--- src/rtl/ps2_scancode_decoder.sv ---
// PS/2 scan-code decoder: folds E0/E1/F0 prefix sequences into key events,
// buffers them in a small FIFO and tracks whether either shift key is held.
module ps2_scancode_decoder #(
    parameter int FIFO_DEPTH = 4
) (
    input  logic       slowClk,
    input  logic       reset,
    input  logic       received,
    input  logic [7:0] value,
    input  logic       error,
    input  logic       keyPop,
    output logic       keyValid,
    output logic [7:0] keyCode,
    output logic       keyExtended,
    output logic       keyRelease,
    output logic       shiftHeld,
    output logic       overflow
);
    localparam int         AW      = $clog2(FIFO_DEPTH);
    localparam logic [AW:0] DEPTH_C = (AW + 1)'(FIFO_DEPTH);

    localparam logic [2:0] IDLE   = 3'd0;
    localparam logic [2:0] EXT    = 3'd1;
    localparam logic [2:0] BRK    = 3'd2;
    localparam logic [2:0] EXTBRK = 3'd3;
    localparam logic [2:0] PAUSE  = 3'd4;

    logic [2:0]    state_q, state_d;
    logic [2:0]    skip_q, skip_d;
    logic [AW-1:0] wr_ptr_q, wr_ptr_d;
    logic [AW-1:0] rd_ptr_q, rd_ptr_d;
    logic [AW:0]   count_q, count_d;
    logic          overflow_q, overflow_d;
    logic          lshift_q, lshift_d;
    logic          rshift_q, rshift_d;
    logic          shift_held_q, shift_held_d;
    logic [9:0]    mem_q [FIFO_DEPTH];

    logic       emit;
    logic [7:0] ev_code;
    logic       ev_ext;
    logic       ev_rel;
    logic       is_noise;
    logic       is_fake_shift;
    logic       pop_ok;
    logic       push_ok;
    logic       full;
    logic [9:0] head;

    // Keyboard status/ack bytes that never represent a key.
    assign is_noise = (value == 8'h00) || (value == 8'hAA) || (value == 8'hEE) ||
                      (value == 8'hFA) || (value == 8'hFC) || (value == 8'hFE) ||
                      (value == 8'hFF);
    assign is_fake_shift = (value == 8'h12) || (value == 8'h59);

    always_comb begin
        state_d = state_q;
        skip_d  = skip_q;
        emit    = 1'b0;
        ev_code = value;
        ev_ext  = 1'b0;
        ev_rel  = 1'b0;
        if (error) begin
            state_d = IDLE;
        end else if (received) begin
            case (state_q)
                IDLE: begin
                    if (value == 8'hE0) begin
                        state_d = EXT;
                    end else if (value == 8'hF0) begin
                        state_d = BRK;
                    end else if (value == 8'hE1) begin
                        state_d = PAUSE;
                        skip_d  = 3'd7;
                    end else if (!is_noise) begin
                        emit = 1'b1;
                    end
                end
                EXT: begin
                    if (value == 8'hF0) begin
                        state_d = EXTBRK;
                    end else if (value != 8'hE0) begin
                        state_d = IDLE;
                        emit    = !is_fake_shift;
                        ev_ext  = 1'b1;
                    end
                end
                BRK: begin
                    state_d = IDLE;
                    emit    = 1'b1;
                    ev_rel  = 1'b1;
                end
                EXTBRK: begin
                    state_d = IDLE;
                    emit    = !is_fake_shift;
                    ev_ext  = 1'b1;
                    ev_rel  = 1'b1;
                end
                PAUSE: begin
                    // The whole 8-byte Pause sequence collapses into one E0 77 make.
                    skip_d = skip_q - 3'd1;
                    if (skip_q == 3'd1) begin
                        state_d = IDLE;
                        emit    = 1'b1;
                        ev_code = 8'h77;
                        ev_ext  = 1'b1;
                    end
                end
                default: state_d = IDLE;
            endcase
        end
    end

    assign full    = (count_q == DEPTH_C);
    assign pop_ok  = keyPop && (count_q != '0);
    assign push_ok = emit && (!full || pop_ok);

    always_comb begin
        wr_ptr_d   = push_ok ? wr_ptr_q + AW'(1) : wr_ptr_q;
        rd_ptr_d   = pop_ok ? rd_ptr_q + AW'(1) : rd_ptr_q;
        count_d    = count_q;
        if (push_ok && !pop_ok) count_d = count_q + (AW + 1)'(1);
        if (!push_ok && pop_ok) count_d = count_q - (AW + 1)'(1);
        overflow_d = overflow_q || (emit && full && !pop_ok);
        // Shift tracking follows every emitted event, even one the FIFO drops.
        lshift_d   = lshift_q;
        rshift_d   = rshift_q;
        if (emit && !ev_ext && ev_code == 8'h12) lshift_d = !ev_rel;
        if (emit && !ev_ext && ev_code == 8'h59) rshift_d = !ev_rel;
        shift_held_d = lshift_d || rshift_d;
    end

    always_ff @(posedge slowClk) begin
        if (reset) begin
            state_q      <= IDLE;
            skip_q       <= '0;
            wr_ptr_q     <= '0;
            rd_ptr_q     <= '0;
            count_q      <= '0;
            overflow_q   <= 1'b0;
            lshift_q     <= 1'b0;
            rshift_q     <= 1'b0;
            shift_held_q <= 1'b0;
        end else begin
            state_q      <= state_d;
            skip_q       <= skip_d;
            wr_ptr_q     <= wr_ptr_d;
            rd_ptr_q     <= rd_ptr_d;
            count_q      <= count_d;
            overflow_q   <= overflow_d;
            lshift_q     <= lshift_d;
            rshift_q     <= rshift_d;
            shift_held_q <= shift_held_d;
        end
    end

    generate
        for (genvar gi = 0; gi < FIFO_DEPTH; gi++) begin : g_entry
            always_ff @(posedge slowClk) begin
                if (!reset && push_ok && wr_ptr_q == AW'(gi)) begin
                    mem_q[gi] <= {ev_code, ev_ext, ev_rel};
                end
            end
        end
    endgenerate

    // Head fields are forced to zero when empty so the post-reset view is defined.
    assign head        = mem_q[rd_ptr_q];
    assign keyValid    = (count_q != '0);
    assign keyCode     = keyValid ? head[9:2] : 8'h00;
    assign keyExtended = keyValid && head[1];
    assign keyRelease  = keyValid && head[0];
    assign shiftHeld   = shift_held_q;
    assign overflow    = overflow_q;

endmodule
--- config.mk ---
export PLATFORM = sky130hd
export DESIGN_NAME = ps2_scancode_decoder
export DESIGN_NICKNAME = d
export VERILOG_FILES = /design/src/rtl/ps2_scancode_decoder.sv
export SDC_FILE = /design/constraint.sdc
export NUM_CORES = 1
export LEC_CHECK = 0
export ABC_AREA = 1
export BUFFER_PORTS_ARGS = -buffer_cell sky130_fd_sc_hd__clkbuf_2
export CAP_MARGIN = 5
export CORE_MARGIN = 3
export CORE_UTILIZATION = 63
export DETAILED_ROUTE_END_ITERATION = 10
export GPL_TIMING_DRIVEN = 0
export HOLD_SLACK_MARGIN = 0.06
export PLACE_DENSITY_LB_ADDON = 0.05
export SETUP_SLACK_MARGIN = 0.1
export SLEW_MARGIN = 20
export SYNTH_ARGS = -nofsm -noshare
export SYNTH_HDL_FRONTEND = slang
export SYNTH_SLANG_ARGS = --single-unit
export TNS_END_PERCENT = 10
--- constraint.sdc ---
create_clock -name slowClk -period 3.9 [get_ports slowClk]
set_clock_uncertainty 0.1 [all_clocks]
set_input_delay 0.585 -clock slowClk [delete_from_list [all_inputs] [get_ports slowClk]]
set_output_delay 0.585 -clock slowClk [all_outputs]
set_load 0.03 [all_outputs]
==> flow_summary.yaml, run 1 <==
run_status:
  status: "complete, no violations"
global_route:
  grt_max_degree: 12
  grt_util_met3_pct: 5.00
  grt_use_met1_pct: 27.8
  overflow: 0
  track_usage_pct: 23.5
  met2_usage_pct: 40.7
  grt.busiest_layer: "met2"
  antenna_found_initial: 0
  first_global_vias: 2096
  grt_pass1_wl_mm: 9.44
worst_setup_path:
  worstSetupStartpoint: "state_q[1]$_SDFFE_PP0P_"
  endpoint_kind: "register"
  worst-path-max-fanout: 10
  worstPathRequired_ns: 3.76
  r2r_start: "state_q[1]$_SDFFE_PP0P_"
  worst-setup-path-type: "register to register"
  critical_path_arrival_ns: 2.58
  start_kind: "register"
logic_synthesis:
  synth_xor_area_share_pct: 0
  synth_seq_cells: 59
  synth_ff_type: "edfxtp_1"
  synth_adder_area_share_pct: 3.23
  syn_area_um2: 2940
  syn_inst: 335
  synth_top_family_by_area: "simple AND/OR/NAND/NOR gates"
  yosysSeqAreaShare_pct: 53.8
  synth-simple-area-share_pct: 25.3
  synth_compound_area_share_pct: 11.2
  avgSynthCellArea_um2: 8.78
  yosysUniqueCellTypes: 33
  synthArstFlopShare_pct: 0
  muxShareOfSynthArea_pct: 0
  synth_edf_count: 40
  synthesis.nets: 355
  yosysWarnings: 0
layout:
  syn_to_final_growth_pct: 14.2
  drive_above_1_share_pct: 20.5
  utilization_pct: 75.6
  finalNetCount: 391
  stdcell_count: 428
  diodes: 0
  fillCellCount: 331
cts:
  clkLatencyLatePin_ns: 0.34
  clockRootBuffer: "clkbuf_8"
  postCtsSetupRepairBufs: 0
  cts.clk_slew.worst_paths_ns: 0.07
  cts_tree: "done"
  cts_resized: 0
  holdBufCountCts: 0
  htree_levels: 3
  cts_buffers: 9
  cts.sinks: 59
  clockBufferDepth: 2
placed_design:
  dp.cells: 412
  place.gp.congestion: 0.874
  port_buffers: 25
  dpl.hpwl_mm: 4.07
timing:
  drv_slew: 0
  fin_crit_sh_pct: 69.9
  relSlewSlack_pct: 35.0
  max_freq_mhz: 367
  hold_ws_ns: 0.336
  rsz0062_at_grt: "false"
  min_period_ns: 2.73
  tns_ns: 0
  finalSetupViolations: 0
  hold_violations: 0
  worst_slew_pin_slew_ns: 0.971
min_path:
  min_from: "reset"
  hp-class: "input pin to register"
routing:
  drtIter0Drc: 149
  ant_nets: 0
  viasPerCell: 5.26
  wirelength_mm: 5.89
  vias: 2252
  drc: 0
  drtPass1Iterations: 4
  wl_per_cell_um: 13.8
power:
  ir_drop_mv: 0.410
  p_leak_nw: 1.39
  powerDensity_nw_per_um2: 554
floorplan:
  num_rows: 24
  die_w_um: 74.3
  io_pins: 26
  die_h_um: 74.3
  core_area_um2: 4440
  start_util_pct: 66.2
  dieArea_um2: 5520
job:
  drv_cap: 0
==> worst paths after layout <==
path / to / slack (ns) / cells past startpoint
worst max-delay path: mem_q[3][4]$_DFFE_PP_ / 1.17 / 11
worst min-delay path: count_q[1]$_SDFFE_PP0P_ / 0.34 / 2
worst max register to register: mem_q[3][4]$_DFFE_PP_ / 1.17 / 11
worst min register to register: overflow$_SDFF_PP0_ / 0.37 / 1
==> worst max-delay path, stage by stage (launching register included) <==
cell and delay, ns:
dfxtp_1 0.31, nor2_1 0.19, inv_2 0.08, nor2_1 0.17, nand2_1 0.12, nor2_2 0.13
nand2_2 0.08, nand3_4 0.08, nand2_4 0.07, inv_2 0.09, nand3_1 0.14, nor2_1 0.77
==> flip-flops by register name (all words and copies together), names as in the netlist, named ones only <==
| signal | flops |
|---|---|
| lshift_q | 1 |
| state_q | 3 |
| mem_q | 40 |
| skip_q | 3 |
| rd_ptr_q | 2 |
| wr_ptr_q | 2 |
| shiftHeld | 1 |
| count_q | 3 |
| rshift_q | 1 |
| overflow | 1 |
==> routing by layer <==
layer  up-vias  wire, µm  part of all wire, %
met4         0        92                  1.6
li1       1174         -                    -
met3         8       186                  3.2
met5         -         0                    0
met2        36      3070                   52
met1      1034      2550                   43
==> cell usage after synthesis (all sizes together), types with 4 or more instances <==
cell    instances  area (µm²)
nor2           85         334
nand2          51         249
inv            43         161
edfxtp         40        1200
o21ai          28         140
a21oi          20         104
dfxtp          19         380
nand3          13        82.6
clkbuf          6        22.5
ha              6        75.1
a31oi           4        40.0
nand4           4        31.3
==> stage by stage <==
step | setup slack [ns] | instance area [µm²] | total power, W
final | 1.17 | 3360 | 0.00186
after global routing | 0.931 | 3360 | 0.00195
after CTS | 1.14 | 3360 | 0.00187
after floorplan | 1.51 | 2940 | 0.00110
after detailed placement | 0.917 | 3130 | 0.00125
after global placement | 0.937 | 3130 | 0.00124
==> power breakdown <==
group	switching, W	total [W]	internal (W)	leakage, nW
Clock	0.000248	0.000624	0.000377	0.108
Combinational	0.000373	0.000515	0.000142	0.752
Sequential	0.0000225	0.000720	0.000697	0.529
Total	0.000644	0.00186	0.00122	1.39
==> layout make-up <==
| cell class | instances | area, µm² | area share (%) |
|---|---|---|---|
| sequential | 59 | 1580 | 47.1 |
| multi-input combinational | 225 | 1170 | 34.8 |
| inverter | 44 | 165 | 4.92 |
| clock buffer | 10 | 138 | 4.10 |
| timing repair buffer | 25 | 125 | 3.73 |
| clock inverter | 6 | 88.8 | 2.65 |
| tap | 52 | 65.1 | 1.94 |
| buffer | 7 | 27.5 | 0.820 |
==> cell usage in the layout (no fill, tap or decap), types with 2 or more instances in the layout <==
cell        synthesis  routed
dfxtp_1            19      19
clkbuf_2            0      25
nor2_2              6       6
nand4_1             3       3
nand2_4             5       5
nand2_2             8       8
clkbuf_1            6       6
nor3_1              2       2
o21a_1              2       2
o21ai_1             2       2
a31oi_1             3       3
o21ai_0            26      26
clkinvlp_4          0       2
a211oi_1            3       3
nand2_1            38      38
a21oi_1            19      19
nand3_1            11      11
ha_1                6       6
inv_1              35      35
clkbuf_8            0      10
or2_2               2       2
inv_2               8       8
nor2_1             79      79
bufinv_16           0       2
edfxtp_1           40      40
==> cells by family (layout without fill, tap and decap cells) <==
kind of cell	Yosys count	in the layout
adder cells (fa/ha/maj)	7	7
AND/OR/NAND/NOR	160	160
AO/OA/AOI/OAI	58	58
flip-flops	59	59
buffers and inverters	51	92
Power figures use the tool's default switching activity.
==> run 2: changes to the inputs <==
--- a/config.mk
+++ b/config.mk
@@ -9,7 +9,7 @@
 export BUFFER_PORTS_ARGS = -buffer_cell sky130_fd_sc_hd__clkbuf_2
 export CAP_MARGIN = 5
 export CORE_MARGIN = 3
-export CORE_UTILIZATION = 63
+export CORE_UTILIZATION = 59
 export DETAILED_ROUTE_END_ITERATION = 10
 export GPL_TIMING_DRIVEN = 0
 export HOLD_SLACK_MARGIN = 0.06
==> constraint.sdc (replaced) <==
create_clock -name slowClk -period 2.84 [get_ports slowClk]
set_clock_uncertainty 0.1 [all_clocks]
set_input_delay 0.426 -clock slowClk [delete_from_list [all_inputs] [get_ports slowClk]]
set_output_delay 0.426 -clock slowClk [all_outputs]
set_load 0.03 [all_outputs]
==> flow_summary.yaml, run 2 (synthesized netlist as in run 1, its figures left out) <==
run_status:
  status: "complete, no violations"
timing:
  relSlewSlack_pct: 60.9
  tns_ns: 0
  worst_slew_pin_slew_ns: 0.586
  rsz0062_at_grt: "false"
  hold_violations: 0
  max_freq_mhz: 401
  finalSetupViolations: 0
  fin_crit_sh_pct: 87.9
  drv_slew: 0
  min_period_ns: 2.50
routing:
  ant_nets: 0
  wirelength_mm: 5.85
  wl_per_cell_um: 13.2
  drc: 0
  drtPass1Iterations: 4
  vias: 2273
  drtIter0Drc: 136
  viasPerCell: 5.13
floorplan:
  start_util_pct: 61.5
  dieArea_um2: 5870
  num_rows: 25
  die_h_um: 76.6
  die_w_um: 76.6
  io_pins: 26
  core_area_um2: 4790
cts:
  cts_tree: "done"
  clockBufferDepth: 2
  cts.sinks: 59
  clockRootBuffer: "clkbuf_8"
  cts.clk_slew.worst_paths_ns: 0.07
  postCtsSetupRepairBufs: 0
  clkLatencyLatePin_ns: 0.34
  htree_levels: 3
  holdBufCountCts: 0
  cts_buffers: 9
worst_setup_path:
  worstPathCellList: "nor2_1, inv_2, nor2_1, nand2_1, nor2_2, nand2_2, nand3_4, nand2_4, inv_2, nand3_1, nor2_2"
  start_kind: "register"
  worst-path-max-fanout: 10
  worst-setup-path-type: "register to register"
  reg2reg_slack_ns: 0.34
  endpoint_kind: "register"
  worstPathRequired_ns: 2.71
  slowest_stage: "nor2_2"
  cpPeakStageDelay_ns: 0.52
  critical_path_arrival_ns: 2.37
placed_design:
  dpl.hpwl_mm: 4.13
  dp.cells: 427
  place.gp.congestion: 0.891
  port_buffers: 25
layout:
  most-common-layout-cells: "nor2_1, edfxtp_1, nand2_1, inv_1, o21ai_0"
  layout_commonest_cell: "nor2_1"
  drive_above_1_share_pct: 21.5
  diodes: 0
  utilization_pct: 70.7
  largest-register: "mem_q"
  multiInputGateArea_um2: 1180
  syn_to_final_growth_pct: 15.1
  fillCellCount: 368
  finalNetCount: 391
  ff_latch_area_um2: 1580
  stdcell_count: 443
  largest_register_ffs: 40
power:
  p_leak_nw: 1.38
  p_comb_share_pct: 27.7
  p_sw_w: 0.000895
  internal_power_w: 0.00165
  p_sw_share_pct: 35.2
  clkPwrFrac_pct: 33.5
  powerDensity_nw_per_um2: 752
  seq_power_share_pct: 38.8
  ir_drop_mv: 0.411
global_route:
  grt.busiest_layer: "met2"
  grt_use_met1_pct: 25.3
  met2_usage_pct: 37.7
  antenna_found_initial: 0
  grt_util_met3_pct: 5.91
  first_global_vias: 2212
  grt_max_degree: 13
  grt_pass1_wl_mm: 10.0
  overflow: 0
  track_usage_pct: 21.9
min_path:
  hp-class: "input pin to register"
job:
  drv_cap: 0
run 2: layout make-up:
class,count,area share (%)
plain buffers,7,0.813
clock buffers,9,3.66
flip-flops and latches,59,46.7
clock inverters,7,2.96
multi-input cells,225,34.8
well taps,67,2.48
inverters,44,4.88
repair buffers,25,3.70
run 2: through the flow:
stage	power, W	hold WS, ns	setup slack [ns]	cell area (µm²)
2_1_floorplan	0.00151	0.336	0.605	2940
3_3_place_gp	0.00170	0.349	0.0241	3150
3_5_place_dp	0.00171	0.352	0.0130	3150
4_1_cts	0.00256	0.171	0.0949	3380
5_1_grt	0.00269	0.184	0.0978	3380
6_report	0.00254	0.181	0.345	3380
run 2: power by group through the flow:
stage / Combinational (W) / Sequential, W / Clock, W
floorplan: 0.000512 / 0.00100 / 0
detailed placement: 0.000705 / 0.00101 / 0
finish: 0.000705 / 0.000986 / 0.000853
global route: 0.000794 / 0.000992 / 0.000908
global placement: 0.000697 / 0.00100 / 0
CTS: 0.000713 / 0.000986 / 0.000864
run 2: critical path: cells and delay by family, from the launching register on:
| family | cells | cell delay [ns] |
|---|---|---|
| simple gates | 9 | 1.55 |
| flops | 1 | 0.31 |
| buf+inv | 2 | 0.16 |
run 2: per-layer routing:
metal,up-vias,share of wire [%]
met5,-,0
met4,0,1.8
met3,12,4.8
met2,55,50
met1,1026,43
li1,1180,-
run 2: worst paths after layout:
kind | depth (start not counted) | end | startpoint
min | 2 | count_q[1]$_SDFFE_PP0P_ | reset
min reg2reg | 1 | overflow$_SDFF_PP0_ | overflow$_SDFF_PP0_
max | 11 | mem_q[0][2]$_DFFE_PP_ | state_q[1]$_SDFFE_PP0P_
max reg2reg | 11 | mem_q[0][2]$_DFFE_PP_ | state_q[1]$_SDFFE_PP0P_
run 2: timing repair:
item,CTS,global route
setup endpoints to repair,10,30
gates resized for setup,1,3
pin swaps,0,0
